[config.mk]
export PLATFORM = sky130hd
export DESIGN_NAME = uart_cmd_parser
export DESIGN_NICKNAME = d
export VERILOG_FILES = /design/src/rtl/uart_cmd_pkg.sv /design/src/rtl/hex_accum.sv /design/src/rtl/uart_cmd_parser.sv
export SDC_FILE = /design/constraint.sdc
export NUM_CORES = 1
export LEC_CHECK = 0
export BUFFER_PORTS_ARGS = -buffer_cell sky130_fd_sc_hd__buf_2
export CAP_MARGIN = 20
export CORE_MARGIN = 2
export CORE_UTILIZATION = 25
export CTS_BUF_LIST = sky130_fd_sc_hd__clkbuf_4
export CTS_CLUSTER_SIZE = 10
export DETAILED_ROUTE_END_ITERATION = 12
export GPL_TIMING_DRIVEN = 1
export SLEW_MARGIN = 20
export SYNTH_ARGS = -nofsm -noshare
export SYNTH_HDL_FRONTEND = slang
export SYNTH_SLANG_ARGS = --single-unit
[constraint.sdc]
create_clock -name clk -period 6 [get_ports clk]
set_input_delay 0.9 -clock clk [delete_from_list [all_inputs] [get_ports clk]]
set_output_delay 0.9 -clock clk [all_outputs]
set_load 0.1 [all_outputs]
[src/rtl/uart_cmd_pkg.sv]
// Shared types, ASCII constants and helpers for the UART command-line parser.
package uart_cmd_pkg;

    // Command opcodes as presented on cmd_op.
    typedef enum logic [1:0] {
        OP_JAL = 2'b00,
        OP_LW  = 2'b01,
        OP_SW  = 2'b10,
        OP_ERR = 2'b11
    } op_e;

    // Parser FSM states.
    typedef enum logic [2:0] {
        S_WORD,
        S_SEP1,
        S_ARG1,
        S_SEP2,
        S_ARG2,
        S_TRAIL,
        S_EMIT,
        S_DISCARD
    } state_e;

    localparam logic [7:0] CHAR_CR = 8'h0D;
    localparam logic [7:0] CHAR_LF = 8'h0A;
    localparam logic [7:0] CHAR_SP = 8'h20;

    // ASCII byte to {valid, nibble}; accepts 0-9, a-f and A-F.
    function automatic logic [4:0] hex_val(input logic [7:0] c);
        if (c >= 8'h30 && c <= 8'h39) return {1'b1, 4'(c - 8'h30)};
        if (c >= 8'h61 && c <= 8'h66) return {1'b1, 4'(c - 8'h57)};
        if (c >= 8'h41 && c <= 8'h46) return {1'b1, 4'(c - 8'h37)};
        return 5'b0;
    endfunction

    // Collected command word (right-aligned, zero-padded) to {known, opcode}.
    function automatic logic [2:0] match_word(input logic [23:0] w);
        case (w)
            24'h6A616C: return {1'b1, OP_JAL};  // "jal"
            24'h006C77: return {1'b1, OP_LW};   // "lw"
            24'h007377: return {1'b1, OP_SW};   // "sw"
            default:    return {1'b0, OP_ERR};
        endcase
    endfunction

endpackage

[src/rtl/hex_accum.sv]
// Digit-count-limited hex shift accumulator. full_o flags that the next digit
// would overflow the limit; such a load is refused so the caller can reject it.
module hex_accum #(
    parameter int unsigned MAX_DIGITS = 8
) (
    input  logic                    clk,
    input  logic                    reset_n,
    input  logic                    clr_i,
    input  logic                    load_i,
    input  logic [3:0]              digit_i,
    output logic [4*MAX_DIGITS-1:0] value_o,
    output logic                    full_o
);
    localparam int unsigned CW = $clog2(MAX_DIGITS + 1);

    logic [4*MAX_DIGITS-1:0] value_q, value_d;
    logic [CW-1:0]           count_q, count_d;

    assign full_o  = (count_q == CW'(MAX_DIGITS));
    assign value_o = value_q;

    // Clear has priority; otherwise shift in one digit if room remains.
    always_comb begin
        value_d = value_q;
        count_d = count_q;
        if (clr_i) begin
            value_d = '0;
            count_d = '0;
        end else if (load_i && !full_o) begin
            value_d = (value_q << 4) | (4*MAX_DIGITS)'(digit_i);
            count_d = count_q + CW'(1);
        end
    end

    // Accumulator and digit-count registers.
    always_ff @(posedge clk or negedge reset_n) begin
        if (!reset_n) begin
            value_q <= '0;
            count_q <= '0;
        end else begin
            value_q <= value_d;
            count_q <= count_d;
        end
    end

endmodule

[src/rtl/uart_cmd_parser.sv]
// Tokenises CR-terminated ASCII command lines (jal/lw/sw + hex args) from the
// UART receiver and emits one decoded command per line over ready/valid.
module uart_cmd_parser
    import uart_cmd_pkg::*;
#(
    parameter int unsigned MAX_HEX_DIGITS = 8
) (
    input  logic        clk,
    input  logic        reset_n,
    input  logic [7:0]  data_in,
    input  logic        data_in_valid,
    output logic        data_in_ready,
    output logic [1:0]  cmd_op,
    output logic [31:0] cmd_addr,
    output logic [31:0] cmd_data,
    output logic        cmd_valid,
    input  logic        cmd_ready
);
    state_e      state_q, state_d;
    logic [23:0] word_q, word_d;
    logic [1:0]  wlen_q, wlen_d;
    op_e         op_q, op_d;
    logic [31:0] hold_q, hold_d;
    logic        ready_q, ready_d;
    logic        valid_q, valid_d;
    op_e         cmd_op_q, cmd_op_d;
    logic [31:0] cmd_addr_q, cmd_addr_d;
    logic [31:0] cmd_data_q, cmd_data_d;

    logic                        acc_clr, acc_load, acc_full;
    logic [4*MAX_HEX_DIGITS-1:0] acc_value;
    logic [31:0]                 acc_value32;
    logic [4:0]                  hex;
    logic [2:0]                  word_m;
    logic                        is_cr, is_sp, is_lower, emit_ok, emit_err;

    assign hex         = hex_val(data_in);
    assign word_m      = match_word(word_q);
    assign is_cr       = (data_in == CHAR_CR);
    assign is_sp       = (data_in == CHAR_SP);
    assign is_lower    = (data_in >= 8'h61) && (data_in <= 8'h7A);
    assign acc_value32 = 32'(acc_value);

    // One accumulator serves both arguments; ARG1 moves to hold_q before ARG2.
    hex_accum #(.MAX_DIGITS(MAX_HEX_DIGITS)) u_accum (
        .clk     (clk),
        .reset_n (reset_n),
        .clr_i   (acc_clr),
        .load_i  (acc_load),
        .digit_i (hex[3:0]),
        .value_o (acc_value),
        .full_o  (acc_full)
    );

    // Next-state, token update and command capture for one accepted byte.
    always_comb begin
        // NOTE: every signal gets a default first so no path leaves one unassigned (no latches).
        state_d    = state_q;
        word_d     = word_q;
        wlen_d     = wlen_q;
        op_d       = op_q;
        hold_d     = hold_q;
        valid_d    = valid_q;
        cmd_op_d   = cmd_op_q;
        cmd_addr_d = cmd_addr_q;
        cmd_data_d = cmd_data_q;
        acc_clr    = 1'b0;
        acc_load   = 1'b0;
        emit_ok    = 1'b0;
        emit_err   = 1'b0;

        if (state_q == S_EMIT) begin
            if (cmd_ready) begin
                state_d    = S_WORD;
                word_d     = '0;
                wlen_d     = '0;
                op_d       = OP_JAL;
                hold_d     = '0;
                acc_clr    = 1'b1;
                valid_d    = 1'b0;
                cmd_op_d   = OP_JAL;
                cmd_addr_d = '0;
                cmd_data_d = '0;
            end
        end else if (data_in_valid && ready_q && data_in != CHAR_LF) begin
            case (state_q)
                S_WORD: begin
                    if (is_cr) begin
                        emit_err = (wlen_q != 2'd0);  // empty line is silently dropped
                    end else if (is_sp) begin
                        if (wlen_q != 2'd0) begin
                            if (word_m[2]) begin
                                op_d    = op_e'(word_m[1:0]);
                                state_d = S_SEP1;
                            end else begin
                                state_d = S_DISCARD;
                            end
                        end
                    end else if (is_lower && wlen_q != 2'd3) begin
                        word_d = {word_q[15:0], data_in};
                        wlen_d = wlen_q + 2'd1;
                    end else begin
                        state_d = S_DISCARD;
                    end
                end
                S_SEP1, S_SEP2: begin
                    if (is_cr) begin
                        emit_err = 1'b1;
                    end else if (hex[4]) begin
                        acc_load = 1'b1;
                        state_d  = (state_q == S_SEP1) ? S_ARG1 : S_ARG2;
                    end else if (!is_sp) begin
                        state_d = S_DISCARD;
                    end
                end
                S_ARG1, S_ARG2: begin
                    if (hex[4]) begin
                        if (acc_full) state_d = S_DISCARD;
                        else          acc_load = 1'b1;
                    end else if (is_sp) begin
                        if (state_q == S_ARG1 && op_q == OP_SW) begin
                            hold_d  = acc_value32;
                            acc_clr = 1'b1;
                            state_d = S_SEP2;
                        end else begin
                            state_d = S_TRAIL;
                        end
                    end else if (is_cr) begin
                        if (state_q == S_ARG1 && op_q == OP_SW) emit_err = 1'b1;
                        else                                     emit_ok  = 1'b1;
                    end else begin
                        state_d = S_DISCARD;
                    end
                end
                S_TRAIL: begin
                    if (is_cr)       emit_ok = 1'b1;
                    else if (!is_sp) state_d = S_DISCARD;
                end
                S_DISCARD: begin
                    emit_err = is_cr;
                end
                default: ;
            endcase
        end

        if (emit_ok) begin
            state_d    = S_EMIT;
            valid_d    = 1'b1;
            cmd_op_d   = op_q;
            cmd_addr_d = acc_value32;
            cmd_data_d = (op_q == OP_SW) ? hold_q : 32'h0;
        end else if (emit_err) begin
            state_d    = S_EMIT;
            valid_d    = 1'b1;
            cmd_op_d   = OP_ERR;
            cmd_addr_d = '0;
            cmd_data_d = '0;
        end

        ready_d = (state_d != S_EMIT);
    end

    // State, token and registered output stage.
    always_ff @(posedge clk or negedge reset_n) begin
        // NOTE: sequential state uses non-blocking assignments so every register samples pre-edge values.
        if (!reset_n) begin
            state_q    <= S_WORD;
            word_q     <= '0;
            wlen_q     <= '0;
            op_q       <= OP_JAL;
            hold_q     <= '0;
            ready_q    <= 1'b0;
            valid_q    <= 1'b0;
            cmd_op_q   <= OP_JAL;
            cmd_addr_q <= '0;
            cmd_data_q <= '0;
        end else begin
            state_q    <= state_d;
            word_q     <= word_d;
            wlen_q     <= wlen_d;
            op_q       <= op_d;
            hold_q     <= hold_d;
            ready_q    <= ready_d;
            valid_q    <= valid_d;
            cmd_op_q   <= cmd_op_d;
            cmd_addr_q <= cmd_addr_d;
            cmd_data_q <= cmd_data_d;
        end
    end

    assign data_in_ready = ready_q;
    assign cmd_valid     = valid_q;
    assign cmd_op        = cmd_op_q;
    assign cmd_addr      = cmd_addr_q;
    assign cmd_data      = cmd_data_q;

endmodule

==> results.txt, run 1 <==
- Result of the run: complete, no violations
- The detailed router placed 5033 vias in this run.
- Number of nets produced by synthesis: 653
* Net count, final: 717
* Setup tns final: 0 ps
- Violation count after the first detailed-route iteration: 356
- Kind of start point of the critical path: input port
* Number of endpoints failing setup at the final stage: 0
* Least-Margin Pin Slew: 944 ps
- Synthesis produced a netlist whose cell count is 633.
- From left edge to right edge, the die measures 171 µm.
* Combined flip-flop and latch cell area: 4180 µm²
- Synthesized-area fraction occupied by xor and xnor cells: 0.250%
* Fin Clk Skew: 23.4 ps
- After clock tree synthesis, the clock-pin slew on the worst setup and hold paths is 160 ps.
- Detailed placement ended at an HPWL of 11600 µm.
- Post-synthesis async set-or-reset flop share: 100%
- The library cell used most frequently in the layout, excluding fill and tap cells, is sky130_fd_sc_hd__dfrtp_1.
* Data arrival time of the critical path: 3650 ps
- Initial antenna violation count: 1
- RSZ-0062 raised after global routing: false
- Static Leak: 3.85 nW
- After global routing the overflow that remains totals 0.
- The die covers 29300 µm².
- CTS placed an instance of sky130_fd_sc_hd__clkbuf_4 at the clock tree root.
- Count of final hold-check violations: 0
- IO Port Bufs: 79
- TritonCTS built the clock tree.
- Dividing the synthesized area by the synthesized cell count gives 11.0 µm².
- The cell area that synthesis handed to floorplanning was 6990 µm².
- CP Class: input port to flop
- Maximum buffer depth of the clock tree: 2
- Once the floorplan was initialized, standard cells occupied 25.3% of the core.
- Dividing the detail-routed wire length by the instance count gives 16.2 µm.
* Distinct cells, synth: 57
* Peak supply drop: 0.0952 mV
- Avg Vias per Cell: 4.62
* EDFF count, synth: 0
- Vias in the first global route: 4998
- Post-synthesis compound-gate area fraction: 21.6%
- Fill cells in the final layout number 2920.
* Max Cap Viol: 0
- Dividing total power by cell area gives a power density of 284 nW/µm².
* Number of DRC violations after detailed routing: 0
* Residual antenna-violating net count after detailed routing: 0
- For this run, the top clock speed supported by timing is 311 MHz.
- After clock tree synthesis, the flow added hold-fix buffers numbering 0.
- The synthesized netlist devotes 13.4% of its cell area to simple gates.
* Pin count of the biggest net entering global routing: 95
- Kind of end point of the critical path: flop
- Startpoint of the most critical register-to-register path: state_q[0]
- Compared with the post-synthesis result, the final layout area differs by 15.5%.
- Worst hold path type: input port to async pin
- From bottom edge to top edge, the die measures 171 µm.
- Headroom to the max-slew limit came out at 37.1%.
- Placed Cells: 1056
- In the layout the commonest cells are sky130_fd_sc_hd__dfrtp_1, sky130_fd_sc_hd__nand2_1, sky130_fd_sc_hd__a22o_1.
- Buffers added to address setup during post-CTS repair amount to 0.
- Finished Layout Cells: 1089
* Area of the core region: 27600 µm²
* Clock period minus worst slack: 3210 ps
- Synth Flop Type: sky130_fd_sc_hd__dfrtp_1
* Post-route fraction of the period consumed by the critical path: 53.5%
- The share of the Yosys chip area taken by registers is 59.8%.
* Mux share of post-synthesis cell area: 0.304%
- Combined global-route utilization of all metal layers: 12.5%
- Pin placement for this block handled 80 I/O pins.
- Post-synthesis share of cell area spent on full adders, half adders and majority gates: 1.43%
- By area, the combinational part of the netlist is dominated by compound AO/OA/AOI/OAI gates.
* Number of register bits inferred by synthesis: 167
- R2R Path End: cmd_data[17]
- Total clock buffers created by CTS: 17
- Clock latency on the worst-skew pair, taken at its later pin, is 550 ps.
- Total Routed Length: 17600 µm
* Placement row count: 61
- For this run, the detailed router's first-pass iteration total came to 4.
- Data on the critical path is required at its endpoint by 6440 ps.
- Multi-input gate area in the final layout: 2620 µm²
- H-tree depth: 4
- Final RePlAce weighted congestion: 0.858
* Resized Gates After CTS: 0
- Worst R2R Setup Slack: 3190 ps
* Worst Hold Slack: 402 ps
- Measured in cells, the most critical reg-to-reg path has a length of 6.
- Along the worst path, the maximum fanout reaches 34.
- The number of pins exceeding their max-slew limit in the final report is 0.
- For this design, the sink count on the clock tree is 167.
- In the final layout, the share of cells above drive strength 1 is 18.6%.
- Wire length of the first global-routing pass: 28400 µm
- Number of warnings reported in the yosys synthesis log: 0
-- area by class of cell --
cell class,count,share of cell area (%)
antenna,1,0.0310
sequential,167,51.8
clock buffer,17,1.58
multi-input combinational,413,32.4
timing repair buffer,88,5.81
clock inverter,15,2.06
inverter,10,0.465
tap,378,5.86
-- synthesized netlist by cell type, types with 8 or more instances --
| cell | instances | share of area [%] |
|---|---|---|
| sky130_fd_sc_hd__ha_1 | 8 | 1.4 |
| sky130_fd_sc_hd__nand2_1 | 128 | 6.9 |
| sky130_fd_sc_hd__inv_1 | 10 | 0.54 |
| sky130_fd_sc_hd__nor3_1 | 9 | 0.64 |
| sky130_fd_sc_hd__a21oi_1 | 14 | 1.0 |
| sky130_fd_sc_hd__dfrtp_1 | 167 | 60 |
| sky130_fd_sc_hd__buf_2 | 19 | 1.4 |
| sky130_fd_sc_hd__a22o_1 | 97 | 12 |
| sky130_fd_sc_hd__nor2_1 | 12 | 0.64 |
| sky130_fd_sc_hd__clkbuf_1 | 23 | 1.2 |
| sky130_fd_sc_hd__o21ai_0 | 59 | 4.2 |
-- kinds of logic after synthesis --
kind of cell / Yosys count
AO/OA/AOI/OAI: 202
AND/OR/NAND/NOR: 199
XOR/XNOR: 2
buffers and inverters: 53
flip-flops: 167
adder cells (fa/ha/maj): 8
multiplexers: 2
-- how the worst max path moves through the flow --
| stage | depth (start not counted) | slack, ps | to | start |
|---|---|---|---|---|
| after floorplan | 7 | 2930 | u_accum.value_o[3] | data_in[3] |
| after global placement | 7 | 2300 | u_accum.count_q[0] | data_in[3] |
| after detailed placement | 10 | 2240 | u_accum.count_q[0] | data_in[1] |
| after CTS | 10 | 2860 | u_accum.count_q[0] | data_in[1] |
| after global routing | 10 | 2630 | hold_q[26] | data_in[1] |
| final | 10 | 2790 | u_accum.count_q[0] | data_in[1] |
-- flip-flops by register name, summed over array words and instances (netlist names) --
register / flops
data_in_ready: 1
wlen_q: 2
u_accum.value_o: 32
hold_q: 32
word_q: 24
op_q: 2
state_q: 3
cmd_op: 2
u_accum.count_q: 4
cmd_addr: 32
cmd_data: 32
cmd_valid: 1
-- stage by stage --
| step | instance area, µm² | utilization [%] | setup WS (ps) | power, mW |
|---|---|---|---|---|
| final | 8070 | 29.2 | 2790 | 2.29 |
| after global routing | 8070 | 29.2 | 2630 | 2.42 |
| after CTS | 8070 | 29.2 | 2860 | 2.32 |
| after detailed placement | 7780 | 28.1 | 2240 | 1.65 |
| after global placement | 7780 | 28.1 | 2300 | 1.64 |
| after floorplan | 6990 | - | 2930 | 1.53 |
-- where the power goes --
group	leakage [nW]	switching [mW]	internal, mW
logic	1.40	0.234	0.107
clock network	0.154	0.439	0.226
registers	2.29	0.0831	1.20
total	3.85	0.756	1.53
-- worst max-delay path: stages --
cell,delay (ps)
sky130_fd_sc_hd__buf_2,130
sky130_fd_sc_hd__inv_1,120
sky130_fd_sc_hd__ha_1,190
sky130_fd_sc_hd__or4b_2,640
sky130_fd_sc_hd__nor2_1,310
sky130_fd_sc_hd__nand2_1,170
sky130_fd_sc_hd__nor2_4,540
sky130_fd_sc_hd__nor3_4,70
sky130_fd_sc_hd__buf_4,270
sky130_fd_sc_hd__mux2_2,290
-- layer usage --
layer / vias up / track usage [%] / wire length [µm]
met1: 2479 / 17.1 / 8550
met3: 15 / 2.83 / 582
met2: 100 / 19.3 / 8130
li1: 2439 / - / -
met4: 0 / 4.61 / 369
met5: - / 0 / 0
Note: power is estimated with default switching activity, not from simulation.
==> run 2, diff against run 1 <==
clock period = 3.3 ns   (was 6 ns; I/O delays follow)
==> results.txt, run 2 (synthesis gave the netlist of run 1 again) <==
- Root buffer cell: sky130_fd_sc_hd__clkbuf_4
* Violation count after the first detailed-route iteration: 384 (+7.9%)
* Cell area after placement: 7930 µm² (+2.0%)
* Die outline area: 29300 µm² (unchanged)
- The sum of internal, switching and leakage power came to 4.10 mW (+79%).
- Sw Ratio: 33.4% (+0.33 points)
- Top-level port count: 80 (unchanged)
- The number of pins exceeding their max-slew limit in the final report is 0 (unchanged).
- The effective utilization at floorplan came to 25.3% (unchanged).
- Worst hold path type: input port to async pin
- STA classifies the critical path startpoint as an input port.
- The remaining number of nets flagged by the antenna check after routing was 0 (unchanged).
- The part of the total power dissipated in combinational logic was 16.0% (+1.1 points).
- Clock slew seen by the registers of the worst setup and hold paths: 150 ps (about the same)
- Result of the run: complete, no violations
* Overall via count from detail_route: 5162 (+2.6%)
* Met3 usage: 2.30% (-0.53 points)
- The final hold slack is 46.0 ps (-356 ps).
- The total negative slack was 0 ps (unchanged).
- Routed wirelength normalized by instance count: 16.1 µm (-0.41%)
- Fin Clk Skew: 26.0 ps (+2.61 ps)
* Avg Vias per Cell: 4.68 (+1.3%)
* Count of final hold-check violations: 0 (unchanged)
* Pin count of the biggest net entering global routing: 101 (+6.3%)
* Achievable clock frequency: 399 MHz
* Pwr per Cell Area: 501 nW/µm² (+77%)
* Worst Reg2Reg Path Length in Cells: 6 (unchanged)
* Net switching component of the power: 1.37 mW (+81%)
- Least-Margin Pin Slew: 925 ps (-18.8 ps)
- Required time reported for the critical path endpoint: 3780 ps (-2660 ps)
* Number of DRC violations after detailed routing: 0 (unchanged)
- The met1 routing resource usage after global routing was 17.5% (+0.40 points).
* Area of the core region: 27600 µm² (unchanged)
- The worst-skew pair later-pin latency came to 570 ps (+20 ps).
- Peak supply drop: 0.185 mV (+94%)
- Maximum buffer depth of the clock tree: 2 (unchanged)
* Total Routed Length: 17800 µm (+0.87%)
- GRT met2 Usage: 19.3% (about the same)
- Data arrival time of the critical path: 2990 ps (-660 ps)
- The endpoint identified for the worst register-to-register timing path is u_accum.value_o[29].
* Combined flip-flop and latch cell area: 4180 µm² (unchanged)
- Most utilized layer in the global route result: met2
- The fill cell instance count of the final layout came to 2937 (+0.58%).
* Worst R2R Setup Slack: 850 ps (-2340 ps)
- The total of max-cap violations was 0 (unchanged).
- Final RePlAce weighted congestion: 0.808 (-5.9%)
* Clock Power Share: 27.0% (-2.0 points)
* Wire length of the first global-routing pass: 28200 µm (-0.68%)
* DR pass1 iterations: 5 (+1)
- H-tree depth: 4 (unchanged)
* DIE HEIGHT: 171 µm (unchanged)
* Leading cell type in the layout, fill and taps excluded: sky130_fd_sc_hd__dfrtp_1
- CP Class: input port to flop
- Worst setup path startpoint: data_in[6]
- The total clock sinks was 167 (unchanged).
* Number of endpoints failing setup at the final stage: 0 (unchanged)
- Initial antenna violation count: 1 (unchanged)
* Multi-input gate area in the final layout: 2620 µm² (unchanged)
- Most frequent cells in the layout: sky130_fd_sc_hd__dfrtp_1, sky130_fd_sc_hd__nand2_1, sky130_fd_sc_hd__a22o_1
- The horizontal die dimension is 171 µm (unchanged).
* Synth-to-layout area growth: 17.1%
- Vias in the first global route: 4994 (-0.080%)
- The sequential power share is 57.0% (+0.9 points).
- Normalized max-slew margin: 38.3% (+1.3 points)
- CTS Hold Bufs: 0 (unchanged)
* RSZ-0062 raised after global routing: false
- Post-Layout Inst Area: 8190 µm² (+1.4%)
- Net count, final: 731 (+2.0%)
- Post-route fraction of the period consumed by the critical path: 75.9%
- Kind of end point of the critical path: flop
- Buffer count from post-CTS setup fixing: 0 (unchanged)
* Layout cell share with drive strength beyond 1: 20.3% (+1.7 points)
- Clock tree from TritonCTS: built
- Largest driver fanout on the critical path: 36 (+5.9%)
* Total clock buffers created by CTS: 17 (unchanged)
* Static Leak: 3.93 nW (+2.1%)
- The worst register-to-register path begins at state_q[0].
* Placement row count: 61 (unchanged)
* Resized Gates After CTS: 0 (unchanged)
- The number of buffer cells added on primary ports came to 79 (unchanged).
* Combined global-route utilization of all metal layers: 12.5% (+0.015 points)
- The half-perimeter wire length of the detailed placement result is 11800 µm (+1.4%).
* P_int: 2.73 mW (+78%)
- Total grt overflow: 0 (unchanged)
* Clock period minus worst slack: 2510 ps
run 2: changes by cell type in the layout (fill, tap and decap cells not counted), sizes merged:
cell,before,now
clkbuf,17,18
bufinv,1,0
clkinvlp,2,0
clkinv,5,7
buf,88,102
run 2: area by class of cell:
type	instances	share of cell area, %
sequential	167	51.1
multi-input combinational	413	32.0
timing repair buffer	102	7.63
tap	378	5.78
clock buffer	18	1.65
clock inverter	14	1.41
inverter	10	0.459
antenna	1	0.0306
run 2: worst max path at each step:
stage | endpoint | cells past startpoint | slack [ps]
floorplan | u_accum.value_o[3] | 7 | 630
global placement | u_accum.count_q[3] | 8 | 230
detailed placement | u_accum.count_q[3] | 8 | 180
CTS | u_accum.count_q[3] | 8 | 830
global route | u_accum.value_o[29] | 5 | 670
finish | u_accum.count_q[3] | 8 | 790
run 2: metal layers:
layer	up-vias	share of wire (%)
li1	2466	-
met1	2562	49
met2	118	46
met3	16	3.1
met4	0	1.7
met5	-	0
run 2: power by group through the flow:
stage                     logic, mW  clock network [mW]  registers, mW
after floorplan               0.422                   0           2.37
after global placement        0.653                   0           2.37
after detailed placement      0.664                   0           2.37
after CTS                     0.666                1.16           2.33
after global routing          0.743                1.24           2.36
final                         0.656                1.11           2.34
run 2: critical path: stages:
cell	delay, ps
sky130_fd_sc_hd__buf_2	120
sky130_fd_sc_hd__or3b_2	510
sky130_fd_sc_hd__or3_1	470
sky130_fd_sc_hd__a2111oi_4	520
sky130_fd_sc_hd__buf_4	430
sky130_fd_sc_hd__nand4_1	160
sky130_fd_sc_hd__xor2_1	160
sky130_fd_sc_hd__nor3_1	120
run 2: through the flow:
step | util [%] | worst slack, ps | std cells
after detailed placement | 28.7 | 182 | 1070
after floorplan | - | 631 | 633
after global placement | 28.7 | 226 | 1070
after global routing | 29.6 | 669 | 1103
after CTS | 29.6 | 828 | 1102
final | 29.6 | 794 | 1103
